File: src/rtl/seg_digit_scanner.sv
// seg_digit_scanner
//   Purpose : converts a binary value to BCD with a sequential double-dabble
//             FSM and time-multiplexes the digits onto a nibble bus that feeds
//             a registered 7-segment decoder.
//   Latency : i_Load edge to committed display data is DATA_WIDTH+1 clocks;
//             o_Binary_Num is registered (1 clk), o_Digit_Sel lags it by 1 clk.
//   Backpressure: none; i_Load is dropped while o_Busy is high (no queueing).
// Ports
//   i_Clk        system clock, rising edge
//   i_Rst_L      asynchronous active-low reset
//   i_Value      unsigned value to display
//   i_Load       1-cycle strobe, samples i_Value and starts a conversion
//   o_Busy       conversion in progress
//   o_Overflow   last committed value does not fit in NUM_DIGITS digits
//   o_Binary_Num BCD digit or 4'hF (blank) for the decoder
//   o_Digit_Sel  one-hot active-high digit enable, aligned to decoder output
module seg_digit_scanner #(
  parameter int DATA_WIDTH    = 8,
  parameter int NUM_DIGITS    = 3,
  parameter int SCAN_DIV      = 25000,
  parameter int BLANK_LEADING = 1
) (
  input  logic                  i_Clk,
  input  logic                  i_Rst_L,
  input  logic [DATA_WIDTH-1:0] i_Value,
  input  logic                  i_Load,
  output logic                  o_Busy,
  output logic                  o_Overflow,
  output logic [3:0]            o_Binary_Num,
  output logic [NUM_DIGITS-1:0] o_Digit_Sel
);

  // Enough BCD digits for any DATA_WIDTH-bit value plus one spare, and never
  // fewer than the displayed digits so the display slice always exists.
  localparam int BCD_MIN  = (DATA_WIDTH * 301) / 1000 + 2;
  localparam int BCD_DIGS = (BCD_MIN > NUM_DIGITS) ? BCD_MIN : NUM_DIGITS;
  localparam int BCD_W    = 4 * BCD_DIGS;
  localparam int PS_W     = $clog2(SCAN_DIV);
  localparam int IDX_W    = (NUM_DIGITS > 1) ? $clog2(NUM_DIGITS) : 1;
  localparam int CNT_W    = $clog2(DATA_WIDTH + 1);

  typedef enum logic [1:0] {
    IDLE    = 2'd0,
    CONVERT = 2'd1,
    COMMIT  = 2'd2
  } state_t;

  state_t                   state_q;
  logic [DATA_WIDTH-1:0]    val_q;
  logic [BCD_W-1:0]         bcd_q;
  logic [BCD_W-1:0]         bcd_d;
  logic [CNT_W-1:0]         cnt_q;
  logic [4*NUM_DIGITS-1:0]  disp_q;
  logic [4*NUM_DIGITS-1:0]  disp_d;
  logic                     ovf_d;
  logic [PS_W-1:0]          ps_q;
  logic [IDX_W-1:0]         idx_q;
  logic [IDX_W-1:0]         idx_dly_q;
  logic [3:0]               cur_dig;
  logic [NUM_DIGITS-1:0]    sel_d;

  // One double-dabble step: add 3 to every nibble >= 5, then shift in the
  // next value bit. The scratch has a spare digit, so the shift never loses data.
  always_comb begin
    logic [BCD_W-1:0] adj;
    adj = bcd_q;
    for (int i = 0; i < BCD_DIGS; i++) begin
      if (bcd_q[4*i +: 4] >= 4'd5) begin
        adj[4*i +: 4] = bcd_q[4*i +: 4] + 4'd3;
      end
    end
    bcd_d = (adj << 1) | BCD_W'(val_q[DATA_WIDTH-1]);
  end

  // Display image built from the finished scratch: overflow blanks every
  // digit; otherwise leading zeros above the top nonzero digit are blanked.
  always_comb begin
    logic lead;
    ovf_d  = 1'b0;
    lead   = 1'b1;
    for (int i = NUM_DIGITS; i < BCD_DIGS; i++) begin
      if (bcd_q[4*i +: 4] != 4'd0) ovf_d = 1'b1;
    end
    disp_d = bcd_q[4*NUM_DIGITS-1:0];
    if (ovf_d) begin
      disp_d = '1;
    end else if (BLANK_LEADING != 0) begin
      for (int i = NUM_DIGITS - 1; i >= 1; i--) begin
        if (bcd_q[4*i +: 4] != 4'd0) lead = 1'b0;
        else if (lead)               disp_d[4*i +: 4] = 4'hF;
      end
    end
  end

  always_ff @(posedge i_Clk or negedge i_Rst_L) begin
    if (!i_Rst_L) begin
      state_q    <= IDLE;
      val_q      <= '0;
      bcd_q      <= '0;
      cnt_q      <= '0;
      disp_q     <= '1;
      o_Busy     <= 1'b0;
      o_Overflow <= 1'b0;
    end else begin
      case (state_q)
        IDLE: begin
          if (i_Load) begin
            val_q   <= i_Value;
            bcd_q   <= '0;
            cnt_q   <= '0;
            o_Busy  <= 1'b1;
            state_q <= CONVERT;
          end
        end
        CONVERT: begin
          bcd_q <= bcd_d;
          val_q <= val_q << 1;
          cnt_q <= cnt_q + CNT_W'(1);
          if (cnt_q == CNT_W'(DATA_WIDTH - 1)) state_q <= COMMIT;
        end
        COMMIT: begin
          disp_q     <= disp_d;
          o_Overflow <= ovf_d;
          o_Busy     <= 1'b0;
          state_q    <= IDLE;
        end
        default: state_q <= IDLE;
      endcase
    end
  end

  // Digit mux and one-hot enable for the delayed index.
  always_comb begin
    cur_dig = 4'hF;
    sel_d   = '0;
    for (int i = 0; i < NUM_DIGITS; i++) begin
      if (idx_q == IDX_W'(i))     cur_dig  = disp_q[4*i +: 4];
      if (idx_dly_q == IDX_W'(i)) sel_d[i] = 1'b1;
    end
  end

  // Scan runs free of the FSM; the enable trails the nibble by one clock so
  // it lines up with the decoder's registered segments.
  always_ff @(posedge i_Clk or negedge i_Rst_L) begin
    if (!i_Rst_L) begin
      ps_q         <= '0;
      idx_q        <= '0;
      idx_dly_q    <= '0;
      o_Binary_Num <= 4'hF;
      o_Digit_Sel  <= '0;
    end else begin
      if (ps_q == PS_W'(SCAN_DIV - 1)) begin
        ps_q  <= '0;
        idx_q <= (idx_q == IDX_W'(NUM_DIGITS - 1)) ? '0 : idx_q + IDX_W'(1);
      end else begin
        ps_q <= ps_q + PS_W'(1);
      end
      idx_dly_q    <= idx_q;
      o_Binary_Num <= cur_dig;
      o_Digit_Sel  <= sel_d;
    end
  end

endmodule

File: config.mk
export PLATFORM = sky130hd
export DESIGN_NAME = seg_digit_scanner
export DESIGN_NICKNAME = d
export VERILOG_FILES = /design/src/rtl/seg_digit_scanner.sv
export SDC_FILE = /design/constraint.sdc
export NUM_CORES = 1
export LEC_CHECK = 0
export ABC_AREA = 1
export BUFFER_PORTS_ARGS = -buffer_cell sky130_fd_sc_hd__buf_2
export CORE_MARGIN = 4
export CORE_UTILIZATION = 55
export CTS_CLUSTER_SIZE = 10
export DETAILED_ROUTE_END_ITERATION = 8
export GPL_TIMING_DRIVEN = 0
export PLACE_DENSITY = 0.73
export RECOVER_POWER = 25
export REMOVE_ABC_BUFFERS = 1
export SYNTH_ARGS = -nofsm -noshare
export SYNTH_HDL_FRONTEND = slang
export SYNTH_SLANG_ARGS = --single-unit
File: constraint.sdc
create_clock -name i_Clk -period 2.9 [get_ports i_Clk]
set_input_delay 0.435 -clock i_Clk [delete_from_list [all_inputs] [get_ports i_Clk]]
set_output_delay 0.435 -clock i_Clk [all_outputs]
set_load 0.01 [all_outputs]
==> flow_summary.toml <==
[status]
status = "finished, violations left"
failed_checks = "max-capacitance violations, max-slew violations"

[clock_network]
ctsHoldBuffers = 0
cts_tree = "built"
cts_buffer_depth = 2
cts_resized = 0
htreeDepth = 3
cts.sinks = 70
clock_tree.root_cell = "clkbuf_8"
numCtsBuffers = 9
clock_latency_ps = 340
path_clk_slew_ps = 80
cts_setup_buffers = 0

[synthesis]
ys_seq_area_share_pct = 52.41
synth_area_um2 = 3381
synth-seq-cells = 70
synth_warnings = 0
yosys-top-cells-area = "dfrtp_1 (40%), dfstp_2 (12%), nand2_1 (8.3%)"
synth.distinct_cells = 26
synth_top_area_share_pct = 39.97
yosysTopAreaCell = "dfrtp_1"
syn_avg_cell_area_um2 = 8.452
synth_cells = 400

[critical_path]
critPathSlowestCell = "nor2_2"
rrSetupSlack_ps = 1020
rr_endpoint = "val_q[1]$_DFFE_PN0P_"
worst-path-buf-inv = 1
critical-path-max-stage-delay_ps = 880
r2r.worst_path.cells = 5
startpoint_type = "flip-flop"
crit_type = "reg2reg"
required_ps = 3100
critical_path.endpoint_type = "flip-flop"
r2r-start = "state_q[0]$_DFFE_PN0P_"
critical_path_arrival_ps = 2080
worstPathCellList = "inv_2 -> nor2_2 -> nand2_1 -> o211ai_1 -> o21ai_1"
path_max_fanout = 31
crit_path_start = "state_q[0]$_DFFE_PN0P_"
path_delay_family = "simple AND/OR/NAND/NOR gates"

[layout]
final_layout_size_suffix_gt1_share_pct = 14.72
fillers = 523
final_cell_mix = "nand2_1 (75), nor2_1 (60), inv_1 (54), dfrtp_1 (54), nand3_1 (25)"
final_common_cell = "nand2_1"
multi_input_area_um2 = 1353
diodes = 0
num-nets-final = 446
fin_cells = 503
final_util_pct = 62.77
seqCellArea_um2 = 1772
syn_to_final_growth_pct = 10.58

[pwr]
powerDensity_nw_per_um2 = 967.0
power_leakage_uw = 0.001838
ir_worst_vdd_mv = 0.6352
p_total_uw = 3615

[timing]
fin_crit_sh_pct = 64.73
relSlewSlack_pct = -10.66
setup_viol = 0
post-route-min-period_ps = 1877
worst_pin_slew_ps = 1660
fmax_ghz = 0.5327
hold_viol = 0
maxSlewViolCount = 71
fin_setup_tns_ps = 0
hold_ws_ps = 345.8
fin_worst_skew_ps = 11.78
rsz0062_at_grt = "false"

[placed_design]
post-place-cells = 487
portBuffers = 19
dp_hpwl_mm = 4.303
routabilityCongestion = 0.8522

[detailed_routing]
detail_route.iter0.violations = 127
routed_wl_mm = 6.320
wl_met2_mm = 2.998
drc = 0
wl_per_cell_um = 12.56
wl_met1_mm = 3.059
first_pass_iters = 4
vias = 2612
vias_per_cell = 5.193
highest_layer = "met4"
met3WireLength_um = 220
ant_nets = 0

[die]
row_count = 28
die_h_um = 86.40
core-area_um2 = 5956
die_x_um = 86.40
die_area_um2 = 7465
start_util_pct = 56.76
ios = 20

[grt]
grtUsageTotal_pct = 18.64
grt_first_pass_wirelength_mm = 11.01
antenna_found_initial = 0
grt_max_degree = 71
overflow = 0
grt_pass1_vias = 2504

[worst_hold_path]
hold_path_startpoint = "i_Value[0]"
hold-path-endpoint = "val_q[0]$_DFFE_PN0P_"
whs_path_depth = 3
hp-class = "in2reg"

[flow_run]
cap_violations = 1
## cell usage after synthesis (all sizes together)
cell and count:
a22oi 1, inv 59, o211ai 9, o22ai 9, a21oi 16, nor2 64
nor3 4, nand3 25, a31oi 5, dfrtp 54, or2 1, nand2 77
o221ai 1, xor2 9, o21ai 28, buf 7, nand4 2, ha 12
dfstp 16, a22o 1
## power breakdown
group / switching, µW / internal, µW / leakage, µW
sequential: 193 / 1330 / 0.000842
clock: 395 / 406 / 0.0000964
combinational: 815 / 474 / 0.000899
## worst register-to-register path, stage by stage (launching register included)
cell and delay (ps):
dfrtp_1 410, inv_2 60, nor2_2 880, nand2_1 130
o211ai_1 160, o21ai_1 100
## cell families (layout without fill, tap and decap cells)
logic type / after synthesis / count (layout) / share of synthesized area [%]
adders and majority gates: 12 / 12 / 4.441
xor gates and xnor gates: 9 / 9 / 2.332
DFF: 70 / 70 / 52.41
and+or+nand+nor: 173 / 173 / 21.39
AOI/OAI and AO/OA: 70 / 70 / 11.84
buffers and inverters: 66 / 94 / 7.587
## worst max path at each step
stage                     cells after the start                   end
after floorplan                               4  cnt_q[3]$_DFFE_PN0P_
after global placement                        1  bcd_q[4]$_DFFE_PN0P_
after detailed placement                      5  val_q[1]$_DFFE_PN0P_
after CTS                                     5  val_q[3]$_DFFE_PN0P_
after global routing                          5  val_q[3]$_DFFE_PN0P_
final                                         5  val_q[1]$_DFFE_PN0P_
## through the flow
stage	setup WS, ps	cell area [µm²]
after floorplan	1445	3346
after global placement	1054	3535
after detailed placement	1040	3537
after CTS	1019	3741
after global routing	849.2	3739
final	1023	3739
## cell type report
class | count | share of cell area [%]
multi-input combinational | 264 | 36.18
clock buffer | 9 | 3.313
timing repair buffer | 19 | 2.544
clock inverter | 7 | 2.142
inverter | 59 | 5.924
sequential | 70 | 47.39
tap | 75 | 2.510
## registers in the layout, indices dropped and copies added, names as in the netlist
signal,flops
idx_dly_q,2
o_Digit_Sel,3
o_Binary_Num,4
state_q,2
bcd_q,16
o_Busy,1
o_Overflow,1
ps_q,15
disp_q,12
val_q,8
cnt_q,4
idx_q,2
## metal layers
layer	global-route usage (%)	up-vias
li1	-	1331
met1	24.43	1226
met2	29.28	49
met3	4.848	6
met4	8.074	0
met5	0	-
(Power assumes the default switching activity.)
